## src/rtl/argmax_top2_if.sv

```systemverilog
// rtl/argmax_top2_if.sv - request/result bundle for the argmax_top2 scanner
interface argmax_top2_if #(
   parameter int DATA_WIDTH = 16,
   parameter int DIM        = 10,
   parameter int IDXW       = (DIM <= 1) ? 1 : $clog2(DIM)
);
   logic                              start;
   logic                              mode_min;
   logic [DIM-1:0][DATA_WIDTH-1:0]    vec;
   logic                              busy;
   logic                              done;
   logic [IDXW-1:0]                   idx;
   logic [IDXW-1:0]                   idx2;
   logic signed [DATA_WIDTH-1:0]      best;
   logic [DATA_WIDTH-1:0]             margin;

   modport master (
      output start, mode_min, vec,
      input  busy, done, idx, idx2, best, margin
   );

   modport slave (
      input  start, mode_min, vec,
      output busy, done, idx, idx2, best, margin
   );
endinterface

```

## src/rtl/argmax_top2.sv

```systemverilog
// rtl/argmax_top2.sv - multi-lane argmax/argmin scanner reporting winner, runner-up and margin
module argmax_top2 #(
   parameter int DATA_WIDTH = 16,
   parameter int DIM        = 10,
   parameter int LANES      = 1,
   parameter int IDXW       = (DIM <= 1) ? 1 : $clog2(DIM)
) (
   input logic          clk,
   input logic          reset,
   argmax_top2_if.slave bus
);
   localparam int BEATS = (DIM + LANES - 1) / LANES;
   localparam int SLOTS = BEATS * LANES;
   localparam int BW    = (BEATS <= 1) ? 1 : $clog2(BEATS);
   localparam int EW    = (SLOTS <= 1) ? 1 : $clog2(SLOTS);

   typedef enum logic {IDLE = 1'b0, RUN = 1'b1} state_t;

   state_t                       state, state_n;
   logic [BW-1:0]                beat, beat_n, cur_beat;
   logic                         mode_q, mode_n, cur_mode;
   logic signed [DATA_WIDTH-1:0] win_val, win_val_n, run_val, run_val_n;
   logic [IDXW-1:0]              win_idx, win_idx_n, run_idx, run_idx_n;
   logic                         run_vld, run_vld_n;
   logic                         done_q, done_n;
   logic [IDXW-1:0]              idx_q, idx_n, idx2_q, idx2_n;
   logic signed [DATA_WIDTH-1:0] best_q, best_n;
   logic [DATA_WIDTH-1:0]        margin_q, margin_n;

   logic signed [DATA_WIDTH-1:0] cw, rv, e;
   logic [IDXW-1:0]              ci, ri;
   logic                         rvld, last, advance;
   logic [DATA_WIDTH-1:0]        gap;
   int                           pos;

   // Zero-padded view so the final partial beat can be indexed uniformly.
   logic signed [DATA_WIDTH-1:0] elem [SLOTS];

   for (genvar g = 0; g < SLOTS; g++) begin : g_slot
      if (g < DIM) begin : g_real
         assign elem[g] = bus.vec[g];
      end else begin : g_pad
         assign elem[g] = '0;
      end
   end

   function automatic logic better(input logic signed [DATA_WIDTH-1:0] a,
                                   input logic signed [DATA_WIDTH-1:0] b,
                                   input logic mn);
      return mn ? (a < b) : (a > b);
   endfunction

   always_comb begin
      state_n   = state;
      beat_n    = beat;
      mode_n    = mode_q;
      win_val_n = win_val;
      win_idx_n = win_idx;
      run_val_n = run_val;
      run_idx_n = run_idx;
      run_vld_n = run_vld;
      done_n    = 1'b0;
      idx_n     = idx_q;
      idx2_n    = idx2_q;
      best_n    = best_q;
      margin_n  = margin_q;
      pos       = 0;
      e         = '0;

      // Beat 0 is folded in the start cycle itself so done lands BEATS cycles after start.
      if (state == RUN) begin
         cur_beat = beat;
         cur_mode = mode_q;
         cw       = win_val;
         ci       = win_idx;
         rv       = run_val;
         ri       = run_idx;
         rvld     = run_vld;
      end else begin
         cur_beat = '0;
         cur_mode = bus.mode_min;
         cw       = elem[0];
         ci       = '0;
         rv       = '0;
         ri       = '0;
         rvld     = 1'b0;
      end

      for (int l = 0; l < LANES; l++) begin
         pos = int'(cur_beat) * LANES + l;
         if (pos < DIM && pos != 0) begin
            e = elem[pos[EW-1:0]];
            if (better(e, cw, cur_mode)) begin
               rv   = cw;
               ri   = ci;
               rvld = 1'b1;
               cw   = e;
               ci   = pos[IDXW-1:0];
            end else if (!rvld || better(e, rv, cur_mode)) begin
               rv   = e;
               ri   = pos[IDXW-1:0];
               rvld = 1'b1;
            end
         end
      end

      // The true difference is non-negative and below 2^DATA_WIDTH, so the wrapped low bits are exact.
      gap     = cur_mode ? DATA_WIDTH'(rv - cw) : DATA_WIDTH'(cw - rv);
      last    = (cur_beat == BW'(BEATS - 1));
      advance = (state == RUN) || bus.start;

      if (advance) begin
         mode_n = cur_mode;
         if (last) begin
            state_n  = IDLE;
            beat_n   = '0;
            done_n   = 1'b1;
            idx_n    = ci;
            idx2_n   = rvld ? ri : '0;
            best_n   = cw;
            margin_n = rvld ? gap : '0;
         end else begin
            state_n   = RUN;
            beat_n    = (state == RUN) ? beat + BW'(1) : BW'(1);
            win_val_n = cw;
            win_idx_n = ci;
            run_val_n = rv;
            run_idx_n = ri;
            run_vld_n = rvld;
         end
      end
   end

   always_ff @(posedge clk or negedge reset) begin
      if (!reset) begin
         state    <= IDLE;
         beat     <= '0;
         mode_q   <= 1'b0;
         win_val  <= '0;
         win_idx  <= '0;
         run_val  <= '0;
         run_idx  <= '0;
         run_vld  <= 1'b0;
         done_q   <= 1'b0;
         idx_q    <= '0;
         idx2_q   <= '0;
         best_q   <= '0;
         margin_q <= '0;
      end else begin
         state    <= state_n;
         beat     <= beat_n;
         mode_q   <= mode_n;
         win_val  <= win_val_n;
         win_idx  <= win_idx_n;
         run_val  <= run_val_n;
         run_idx  <= run_idx_n;
         run_vld  <= run_vld_n;
         done_q   <= done_n;
         idx_q    <= idx_n;
         idx2_q   <= idx2_n;
         best_q   <= best_n;
         margin_q <= margin_n;
      end
   end

   assign bus.busy   = (state == RUN);
   assign bus.done   = done_q;
   assign bus.idx    = idx_q;
   assign bus.idx2   = idx2_q;
   assign bus.best   = best_q;
   assign bus.margin = margin_q;
endmodule

```

## src/flat_wrapper.sv

```systemverilog
// flat-port wrapper written by rule: the top's interface ports become plain ports
module argmax_top2_flat 
#(
   parameter int DATA_WIDTH = 16,
   parameter int DIM        = 10,
   parameter int LANES      = 1,
   parameter int IDXW       = (DIM <= 1) ? 1 : $clog2(DIM)
)
  (clk, reset, bus_start, bus_mode_min, bus_vec, bus_busy, bus_done, bus_idx, bus_idx2, bus_best, bus_margin);
  argmax_top2_if #(.DATA_WIDTH(DATA_WIDTH), .DIM(DIM), .IDXW(IDXW)) bus_i ();
  input logic clk;
  input logic reset;
  input wire logic [$bits(bus_i.start)-1:0] bus_start;
  input wire logic [$bits(bus_i.mode_min)-1:0] bus_mode_min;
  input wire logic [$bits(bus_i.vec)-1:0] bus_vec;
  output wire logic [$bits(bus_i.busy)-1:0] bus_busy;
  output wire logic [$bits(bus_i.done)-1:0] bus_done;
  output wire logic [$bits(bus_i.idx)-1:0] bus_idx;
  output wire logic [$bits(bus_i.idx2)-1:0] bus_idx2;
  output wire logic [$bits(bus_i.best)-1:0] bus_best;
  output wire logic [$bits(bus_i.margin)-1:0] bus_margin;
  assign bus_i.start = bus_start;
  assign bus_i.mode_min = bus_mode_min;
  assign bus_i.vec = bus_vec;
  assign bus_busy = bus_i.busy;
  assign bus_done = bus_i.done;
  assign bus_idx = bus_i.idx;
  assign bus_idx2 = bus_i.idx2;
  assign bus_best = bus_i.best;
  assign bus_margin = bus_i.margin;
  argmax_top2 #(.DATA_WIDTH(DATA_WIDTH), .DIM(DIM), .LANES(LANES), .IDXW(IDXW)) u_core (.clk(clk), .reset(reset), .bus(bus_i));
endmodule
```

## config.mk

```make
export PLATFORM = sky130hd
export DESIGN_NAME = argmax_top2_flat
export DESIGN_NICKNAME = d
export VERILOG_FILES = /design/src/rtl/argmax_top2_if.sv /design/src/rtl/argmax_top2.sv /design/src/flat_wrapper.sv
export SDC_FILE = /design/constraint.sdc
export NUM_CORES = 1
export LEC_CHECK = 0
export ABC_AREA = 1
export CORE_ASPECT_RATIO = 0.5
export CORE_MARGIN = 1.5
export CORE_UTILIZATION = 51
export DETAILED_ROUTE_END_ITERATION = 6
export HOLD_SLACK_MARGIN = 0.05
export PLACE_DENSITY = 0.83
export SYNTH_ARGS = -nofsm -noshare
export SYNTH_HDL_FRONTEND = slang
export SYNTH_SLANG_ARGS = --single-unit
```

## constraint.sdc

```tcl
create_clock -name clk -period 7.6 [get_ports clk]
set_clock_uncertainty 0.1 [all_clocks]
set_input_delay 2.28 -clock clk [delete_from_list [all_inputs] [get_ports clk]]
set_output_delay 2.28 -clock clk [all_outputs]
set_load 0.05 [all_outputs]
```

==> summary.md <==
| Metric | Value |
|---|---|
| Status | complete, no violations |
| Die X | 182 µm |
| Largest net degree at the start of global routing | 68 |
| Number of hold buffers added after cts | 0 |
| Compound-Gate Fraction of Synth Area | 20.0% |
| Post-Route Setup TNS | 0 ns |
| Initial antenna violation count | 0 |
| P&R area growth vs syn | 31.5% |
| Total global-route track usage | 37.5% |
| Top FF cell, synth | dfrtp_1 |
| Final Cycle Share | 95.4% |
| Vias in the first global route | 9071 |
| Drt drc | 0 |
| Overflow after GRT | 0 |
| Crit-path max FO | 12 |
| HPWL Detailed | 24300 µm |
| CP dominant cell by count | nand2_1 |
| Io pins | 206 |
| Ant diodes | 0 |
| Post-Syn Instances | 1225 |
| Worst-Margin Slew | 1.00 ns |
| Total detailed-routing wirelength | 30800 µm |
| Initial core utilization | 52.6% |
| Synth Area in XOR/XNOR | 0.644% |
| Critical path's largest stage delay | 0.41 ns |
| Fin. Hold Viols | 0 |
| Post-synthesis simple-gate area fraction | 31.7% |
| CTS tree | yes |
| DIE AREA | 16800 µm² |
| Rows | 32 |
| Ys async rst share | 100% |
| TritonCTS Sinks | 88 |
| Reg clk slew, reported paths | 0.07 ns |
| CTS HTree Levels | 3 |
| RSZ-0062 raised after global routing | no |
| Req. time, crit path | 7.75 ns |
| Fraction of synthesized area in multiplexers | 0.858% |
| Min-delay worst type | flip-flop to flip-flop |
| FMAX | 0.138 GHz |
| Setup violations, final | 0 |
| Main combinational cell family by area after synthesis | simple AND/OR/NAND/NOR gates |
| Max-slew headroom | 33.0% |
| First-pass GRT wire length | 48900 µm |
| DIE HEIGHT | 92.5 µm |
| Critical Path Sink Type | flip-flop |
| WL per Instance | 18.9 µm |
| Worst EP arrival | 7.40 ns |
| Vias per inst | 5.81 |
| ANT nets after route | 0 |
| Post-Synth Adder-Cell Area | 10.3% |
| Core area | 15500 µm² |
| Initial drt markers | 1160 |
| Post-Syn Area | 8160 µm² |
| Clk_lat worst skew | 0.36 ns |
| Fin util | 69.1% |
| Max cap viols | 0 |
| Vias | 9433 |
| Share of layout cells above drive strength 1 | 7.68% |
| Input/output buffers | 205 |
| YS warnings | 0 |
| CTS Buffer Depth | 2 |
| Synth Area per Inst | 6.66 µm² |
| WS Path Type | input pin to flip-flop |
| Nets | 1645 |
| Clock root buffer | clkbuf_16 |
| Drt first pass iters | 5 |
| Yosys reg bits | 88 |
| Synth unique cells | 59 |
| Sequential area share after synthesis | 27.0% |
| Post-Synthesis Net Count | 1455 |
| Slew Viols, Final | 0 |
| GPL Wtd Cong | 1.01 |
| Min Clock Period, post-route | 7.25 ns |
| Number of flops mapped to enable cells by yosys | 0 |
| Startpoint types | input pin |
| Slowest cell on crit path | clkdlybuf4s50_1 |
| TritonCTS buffer count | 9 |
## synth_stat cells, drive strengths merged (3+ instances only)
cell type | count | share of area [%]
a41oi | 5 | 0.54
nand4 | 8 | 0.77
inv | 127 | 5.9
o311ai | 3 | 0.32
o21ai | 136 | 8.4
nand2 | 408 | 20
nor3 | 7 | 0.43
a31oi | 4 | 0.31
o221ai | 11 | 1.3
dfrtp | 88 | 27
a21oi | 61 | 3.9
nand3b | 6 | 0.60
or2 | 23 | 1.8
nor2 | 44 | 2.5
a221oi | 3 | 0.32
clkbuf | 32 | 1.5
o211ai | 19 | 1.7
o2111ai | 5 | 0.54
ha | 64 | 9.8
xnor2 | 4 | 0.43
o22ai | 21 | 1.7
clkinv | 4 | 0.25
buf | 25 | 1.9
mux2i | 7 | 0.86
nand3 | 95 | 6.1
## final timing paths
path,slack [ns],cells after the start,to,startpoint
min in group asynchronous,1.73,1,u_core.bus.margin[10]$_DFFE_PN0P_,reset
max,0.35,31,u_core.bus.margin[14]$_DFFE_PN0P_,bus_vec[127]
max in group asynchronous,4.50,2,u_core.bus.busy$_DFFE_PN0N_,reset
min,0.38,2,u_core.bus.margin[7]$_DFFE_PN0P_,u_core.bus.margin[7]$_DFFE_PN0P_
min reg2reg,0.38,2,u_core.bus.margin[7]$_DFFE_PN0P_,u_core.bus.margin[7]$_DFFE_PN0P_
max reg2reg,1.18,33,u_core.bus.margin[14]$_DFFE_PN0P_,u_core.bus.busy$_DFFE_PN0N_
## worst max-delay path: cells and delay by family
family,cells,cell delay (ns)
buf+inv,4,0.94
compound gates,10,1.92
fa+ha+maj,2,0.79
simple gates,15,1.46
## logic make-up after synthesis
logic type / after synthesis
compound gates: 278
xor+xnor: 6
fa+ha+maj: 66
buf+inv: 188
flops: 88
mux: 7
simple gates: 592
## layout make-up
class | instances | area, µm²
clock buffers | 9 | 225
clock inverters | 7 | 73.8
fillers | 1321 | 4800
inverters | 131 | 499
multi-input cells | 949 | 5180
flip-flops and latches | 88 | 2200
well taps | 204 | 255
repair buffers | 236 | 2290
## repair_timing
item / in CTS / in global routing
resized for setup: 0 / 3
buffers inserted: 0 / 4
setup endpoints to repair: 0 / 4
## placed cells by master (no fill, tap or decap), types with 3 or more instances in the layout
| cell type | n |
|---|---|
| nand2_1 | 397 |
| clkdlybuf4s50_1 | 204 |
| o21ai_0 | 119 |
| inv_1 | 117 |
| nand3_1 | 91 |
| dfrtp_1 | 87 |
| ha_1 | 64 |
| a21oi_1 | 59 |
| nor2_1 | 38 |
| buf_4 | 31 |
| or2_2 | 20 |
| o22ai_1 | 20 |
| o211ai_1 | 19 |
| o21ai_1 | 16 |
| o221ai_1 | 10 |
| inv_2 | 9 |
| clkbuf_16 | 9 |
| nor3_1 | 7 |
| mux2i_1 | 7 |
| nand2_2 | 6 |
| nand4_1 | 6 |
| a41oi_1 | 5 |
| o2111ai_1 | 5 |
| nand3b_1 | 5 |
| nand2_4 | 4 |
| nor2_4 | 4 |
| nand3_2 | 4 |
| a31oi_1 | 4 |
| xnor2_1 | 4 |
| or2_1 | 3 |
| clkinv_1 | 3 |
| a221oi_1 | 3 |
| inv_8 | 3 |
## routing by layer
layer	part of all wire, %	up-vias	wire (µm)	GRT usage (%)
met5	0	-	0	0
met2	42	487	13000	57.0
met4	1.4	0	429	8.68
met3	11	52	3340	8.81
met1	46	4427	14000	53.9
li1	-	4467	-	-
## sequential cells by signal (all words and copies together), names as in the netlist
register and cells:
u_core.win_val 16, u_core.bus.best 16, u_core.bus.idx2 4, u_core.bus.margin 16, u_core.mode_q 1, u_core.run_idx 4
u_core.bus.done 1, u_core.win_idx 4, u_core.bus.idx 4, u_core.bus.busy 1, u_core.run_vld 1, u_core.run_val 16
u_core.beat 4
## per-stage QoR
| step | setup WS, ns | hold slack (ns) | cells | instance area (µm²) |
|---|---|---|---|---|
| global route | 0.00230 | 0.413 | 1624 | 10700 |
| detailed placement | 0.138 | 0.366 | 1604 | 10400 |
| global placement | 0.241 | 0.361 | 1604 | 10400 |
| CTS | 0.498 | 0.385 | 1620 | 10700 |
| finish | 0.349 | 0.382 | 1624 | 10700 |
| floorplan | 0.916 | 0.345 | 1225 | 8160 |
Power is not shown: default switching activity piles up to over one toggle a cycle in this logic, so the estimate is an artifact.
